==> src/rtl/hid_event_queue.sv <==
// hid_event_queue: HID report FIFO with CPU register interface and level interrupt.
// Ports: clk, rst (async, active-high); usb_type/usb_report/hid_report/usb_conerr from
// usb_hid_host; cpu_valid/cpu_rdstrb/cpu_wrstrb/cpu_addr/cpu_wdata -> cpu_rdata/cpu_ready
// bus slave; irq level interrupt.
// Optional macro HID_QUEUE_DEDUP_EN: drop reports identical to the last accepted entry.
module hid_event_queue #(
    parameter int DEPTH = 4
) (
    input  logic        clk,
    input  logic        rst,
    input  logic [1:0]  usb_type,
    input  logic        usb_report,
    input  logic [63:0] hid_report,
    input  logic        usb_conerr,
    input  logic        cpu_valid,
    input  logic        cpu_rdstrb,
    input  logic        cpu_wrstrb,
    input  logic [1:0]  cpu_addr,
    input  logic [31:0] cpu_wdata,
    output logic [31:0] cpu_rdata,
    output logic        cpu_ready,
    output logic        irq
);
    localparam int AW = $clog2(DEPTH);

    typedef enum logic {B_IDLE, B_ACK} bus_t;

    bus_t              r_state, w_state_nx;
    logic [65:0]       r_mem [DEPTH];
    logic [AW-1:0]     r_wp, r_rp;
    logic [AW:0]       r_cnt;
    logic              r_ovf, r_cerr, r_irq_en, r_conerr_d, r_irq, r_ready;
    logic [31:0]       r_rdata;
    logic              w_access, w_ne, w_full, w_pop, w_ctrl_wr, w_clr, w_flush;
    logic              w_cerr_rise, w_push_req, w_push, w_drop, w_dup;
    logic [65:0]       w_head;
    logic [31:0]       w_status, w_rdata;
    logic              w_unused;

    assign w_unused    = ^cpu_wdata[31:3];
    assign w_access    = (r_state == B_IDLE) & cpu_valid & (cpu_rdstrb | cpu_wrstrb);
    assign w_ne        = r_cnt != '0;
    // count never exceeds DEPTH, a power of two, so its MSB alone means full
    assign w_full      = r_cnt[AW];
    assign w_head      = r_mem[r_rp];
    assign w_pop       = w_access & cpu_rdstrb & (cpu_addr == 2'd2) & w_ne;
    assign w_ctrl_wr   = w_access & cpu_wrstrb & (cpu_addr == 2'd3);
    assign w_clr       = w_ctrl_wr & cpu_wdata[1];
    assign w_cerr_rise = usb_conerr & ~r_conerr_d;
    assign w_flush     = (w_ctrl_wr & cpu_wdata[2]) | w_cerr_rise;
    assign w_push_req  = usb_report & (usb_type != 2'd0) & ~w_dup & ~w_flush;
    // a simultaneous pop frees a slot, so a full queue still accepts the push
    assign w_push      = w_push_req & (~w_full | w_pop);
    assign w_drop      = w_push_req & w_full & ~w_pop;

`ifdef HID_QUEUE_DEDUP_EN
    logic [65:0] r_last;
    logic        r_last_v;

    assign w_dup = r_last_v & (r_last == {usb_type, hid_report});

    always_ff @(posedge clk or posedge rst) begin
        if (rst) begin
            r_last   <= '0;
            r_last_v <= 1'b0;
        end else if (w_flush) begin
            r_last_v <= 1'b0;
        end else if (w_push) begin
            r_last   <= {usb_type, hid_report};
            r_last_v <= 1'b1;
        end
    end
`else
    assign w_dup = 1'b0;
`endif

    assign w_status = {19'b0, 5'(r_cnt), 2'b0, w_ne ? w_head[65:64] : 2'b0,
                       r_cerr, r_ovf, w_full, w_ne};

    always_comb begin
        w_rdata    = cpu_addr == 2'd0 ? w_status :
                     cpu_addr == 2'd1 ? (w_ne ? w_head[31:0] : 32'b0) :
                     cpu_addr == 2'd2 ? (w_ne ? w_head[63:32] : 32'b0) :
                                        {31'b0, r_irq_en};
        w_state_nx = (r_state == B_IDLE && w_access) ? B_ACK : B_IDLE;
    end

    always_ff @(posedge clk) begin
        if (w_push)
            r_mem[r_wp] <= {usb_type, hid_report};
    end

    always_ff @(posedge clk or posedge rst) begin
        if (rst) begin
            r_state    <= B_IDLE;
            r_wp       <= '0;
            r_rp       <= '0;
            r_cnt      <= '0;
            r_ovf      <= 1'b0;
            r_cerr     <= 1'b0;
            r_irq_en   <= 1'b0;
            r_conerr_d <= 1'b0;
            r_irq      <= 1'b0;
            r_ready    <= 1'b0;
            r_rdata    <= '0;
        end else begin
            r_state    <= w_state_nx;
            r_conerr_d <= usb_conerr;
            if (w_flush) begin
                r_wp  <= '0;
                r_rp  <= '0;
                r_cnt <= '0;
            end else begin
                if (w_push)
                    r_wp <= r_wp + 1'b1;
                if (w_pop)
                    r_rp <= r_rp + 1'b1;
                r_cnt <= r_cnt + {{AW{1'b0}}, w_push} - {{AW{1'b0}}, w_pop};
            end
            r_ovf  <= w_drop | (r_ovf & ~w_clr);
            r_cerr <= w_cerr_rise | (r_cerr & ~w_clr);
            if (w_ctrl_wr)
                r_irq_en <= cpu_wdata[0];
            r_irq   <= r_irq_en & (w_ne | r_ovf | r_cerr);
            r_ready <= w_access;
            if (w_access)
                r_rdata <= cpu_rdstrb ? w_rdata : 32'b0;
        end
    end

    assign cpu_rdata = r_rdata;
    assign cpu_ready = r_ready;
    assign irq       = r_irq;
endmodule

==> config.mk <==
export PLATFORM = sky130hd
export DESIGN_NAME = hid_event_queue
export DESIGN_NICKNAME = d
export VERILOG_FILES = /design/src/rtl/hid_event_queue.sv
export SDC_FILE = /design/constraint.sdc
export NUM_CORES = 1
export LEC_CHECK = 0
export ABC_CLOCK_PERIOD_IN_PS = 4500
export BUFFER_PORTS_ARGS = -buffer_cell sky130_fd_sc_hd__buf_4
export CORE_UTILIZATION = 40
export DETAILED_ROUTE_END_ITERATION = 6
export PLACE_DENSITY_LB_ADDON = 0.12
export SLEW_MARGIN = 0
export SYNTH_ARGS = -nofsm -noshare
export SYNTH_HDL_FRONTEND = slang
export SYNTH_SLANG_ARGS = --single-unit
==> constraint.sdc <==
create_clock -name clk -period 4.5 [get_ports clk]
set_input_delay 0.9 -clock clk [delete_from_list [all_inputs] [get_ports clk]]
set_output_delay 0.9 -clock clk [all_outputs]
set_load 0.1 [all_outputs]
==> results.md <==
* Port Buf Inserts at about 110
* Final Cell Area at 14,300 um^2
* Num CTS Buffers at 34
* Antenna violations before repair at 1
* Critical Path Start: cpu_addr[1]
* Levels on crit path at 13
* Core ar. at around 29,000 um^2
* Final max-slew violation count at 0
* Pwr Density at 532 nW/um^2
* Routed len/inst at 21.5 um
* R2r worst-path depth at 12
* Synth Area in XOR/XNOR at 0.00293
* Worst path most repeated cell: inv_1
* Switching Fraction at 0.284
* First-pass GRT wire length at approximately 38,000 um
* Crit Path Category: input pin to flip-flop
* Worst skew pair latency at around 0.50 ns
* Detailed Place HPWL at 14,500 um
* Overall routed net length at around 25,000 um
* Post-route DRC at 0
* Post-synth top flop: edfxtp_1
* Placed cell areas at about 13,000 um^2
* Vias per cell at around 5.3
* Top-Level Pins at 141
* Iteration-0 DRC count of the detailed router at 406
* Relative slew slack at 0.312
* Post-Synth Simple-Gate Area at 0.0323
* Worst hold slack at 0.478 ns
* Antenna viol nets, final at 0
* Layout cells sized above 1 at 0.297
* Fin Clk Skew at around 0.011 ns
* Setup Buffers After CTS at 0
* Congestion Overflow GR at 0
* MaxCap Viol Count at 0
* Syn Std Cell Area at roughly 12,000 um^2
* Total power at about 7.6 mW
* Largest family of logic cells by synthesized area: multiplexers
* CP startpoint kind: input pin
* CP max stage cell: fa_1
* DR vias at about 6,100
* Cell row count at a little over 60
* Synth warn at 0
* Post-synthesis average cell area at 19.5 um^2
* Peak VDD IR at around 0.48 mV
* Setup TNS Final at 0 ns
* H-Tree Level Count at 2
* Fillers at 2,468
* Synthesized Nets at just over 700
* Library cells used by synthesis at roughly 50
* CTS Root Cell: clkbuf_16
* Status: complete, no violations
* Final Setup Violations at 0
* NumNets Final at roughly 860
* Worst-margin pin slew at between 1 and 1.5 ns
* Routability cong. at ~0.73
* Critical path required time at slightly below 5 ns
* Largest fanout on the critical path at 15
* Top-area cell type share of the netlist area at 0.664
* # clock sinks at 310
* RSZ-0062 raised after global routing: no
* Gr usage total at 0.165
* Sw power at about 2.2 mW
* Synth Area in Adders at 0.00796
* CP peak stage delay at roughly 0.40 ns
* Mux contribution to synthesized area at 0.126
* Int Power at approximately 5.4 mW
* Fmax at approximately 0.33 GHz
* CP Capture Point: r_cnt[2]
* Cells along the critical path: buf_4 > and3_1 > a31o_1 > nor3_4 > inv_1 > ha_1 > inv_1 > ha_1 > inv_1 > fa_1 > xor2_1 > xnor2_1 > nor2_1
* Starting Density at 0.412
* Delay-heaviest family, CP: adder cells
* CTS Buffer Depth at 3
* Synth top area cells: edfxtp_1 66%, dfrtp_1 9.6%, mux4_2 7.2%
* Reg clk slew, reported paths at around 0.060 ns
* EDFF count, synth at ~260
* R2R Setup Slk at approximately 1.8 ns
* Sequential area share after synthesis at 0.760
* Compound-Gate Fraction of Synth Area at 0.0476
* FFs w/ async S/R, synth at 0.148
* Period minus WS final at ~3.0 ns
* Layout area overhead at 19.7%
* Finished Core Util at 0.492
* Comb power frac at 0.178
* Height of the die at roughly 170 um
* Flops & latches, synth at a little over 300
* Clock power frac at 0.347
* Crit path DAT at roughly 3.4 ns
* Crit share post-route at 0.672
* Reg power frac at 0.474
* Chip Width at roughly 170 um
* CP bufs+invs at 4
* Number of global-route vias before repair at between 6,000 and 7,000
* CTS tree: done
* Cell count after synthesis at between 600 and 700
* Leakage at 4.99 nW
* DIE AREA at just over 30,000 um^2
* Reg2reg start: r_state
* Endpoints failing hold at 0
* CTS Hold Bufs at 0
* CP Capture Type: flip-flop
* Synth area leader: edfxtp_1
* Post_cts resized at 0
* Hold Path Class: input pin to async pin
* Capturing point of the worst reg2reg path: r_cnt[2]
* Largest net degree at the start of global routing at 49
* Pre-Repair DR Iteration Count at 5
## registers in the layout, indices dropped and copies added, names as in the netlist
| register | count |
|---|---|
| r_rp | 2 |
| r_conerr_d | 1 |
| r_mem | 264 |
| r_cerr | 1 |
| r_cnt | 3 |
| cpu_rdata | 32 |
| r_irq_en | 1 |
| r_state | 1 |
| cpu_ready | 1 |
| irq | 1 |
| r_ovf | 1 |
| r_wp | 2 |
## worst min path at each step
stage / start / to / cells after the start
floorplan: r_irq_en / irq / 1
global placement: cpu_rdata[18] / cpu_rdata[18] / 2
detailed placement: cpu_rdata[25] / cpu_rdata[25] / 2
CTS: cpu_rdata[17] / cpu_rdata[17] / 2
global route: cpu_rdata[16] / cpu_rdata[16] / 2
finish: rst / cpu_rdata[31] / 2
## cell usage in the layout, fill, tap and decap left out, drive strengths merged, types with 2 or more instances in the layout
cell / n
edfxtp: 264
buf: 124
dfrtp: 46
mux4: 46
nand2: 43
mux2i: 42
clkbuf: 39
o21ai: 21
clkinv: 19
a22oi: 17
nor2: 14
o221ai: 14
inv: 11
o22ai: 7
nor3: 7
ha: 6
a221o: 4
and2: 4
o211ai: 3
a21oi: 3
a32o: 3
xnor2: 3
or3: 2
nor2b: 2
nand2b: 2
a222oi: 2
bufinv: 2
mux2: 2
## kinds of logic (layout without fill, tap and decap cells)
group	count (synthesis)	after routing
AOI/OAI and AO/OA	79	79
xor gates and xnor gates	4	4
adders and majority gates	7	7
buffers and inverters	41	196
DFF	310	310
muxes	90	90
other	0	1
and+or+nand+nor	81	81
## power groups by stage
stage / clock [mW] / sequential [mW] / combinational, mW
2_1_floorplan: 0 / 4.08 / 0.558
6_report: 2.64 / 3.61 / 1.35
3_5_place_dp: 0 / 3.67 / 1.38
5_1_grt: 2.81 / 3.64 / 1.45
4_1_cts: 2.70 / 3.61 / 1.38
3_3_place_gp: 0 / 3.65 / 1.36
## cell type report
type / count / area, um^2 / area share
diodes: 1 / 2.50 / 0.000175
clock buffers: 39 / 921 / 0.0645
clock inverters: 22 / 158 / 0.0110
inverters: 11 / 41.3 / 0.00289
multi-input cells: 261 / 2620 / 0.183
flip-flops and latches: 310 / 9080 / 0.636
well taps: 384 / 480 / 0.0336
repair buffers: 124 / 981 / 0.0687
## synthesized netlist by cell type, drive strengths merged (7+ instances only)
library cell	n
edfxtp	264
dfrtp	46
mux4	46
nand2	43
mux2i	42
o21ai	21
buf	20
a22oi	17
nor2	14
o221ai	14
clkbuf	10
inv	10
nor3	7
o22ai	7
## routing by layer
metal	GRT usage	up-vias	routed length [um]
met5	0	-	0
met2	0.276	161	12100
li1	-	2738	-
met1	0.215	3111	10700
met3	0.0387	42	1460
met4	0.0478	0	506
## per-stage QoR
step                std cells  worst slack (ns)
floorplan                 612             0.779
global placement         1090             0.985
detailed placement       1090             0.971
CTS                      1151              1.47
global route             1151              1.28
finish                   1152              1.47
No activity file was read; power rests on OpenSTA's default activity.
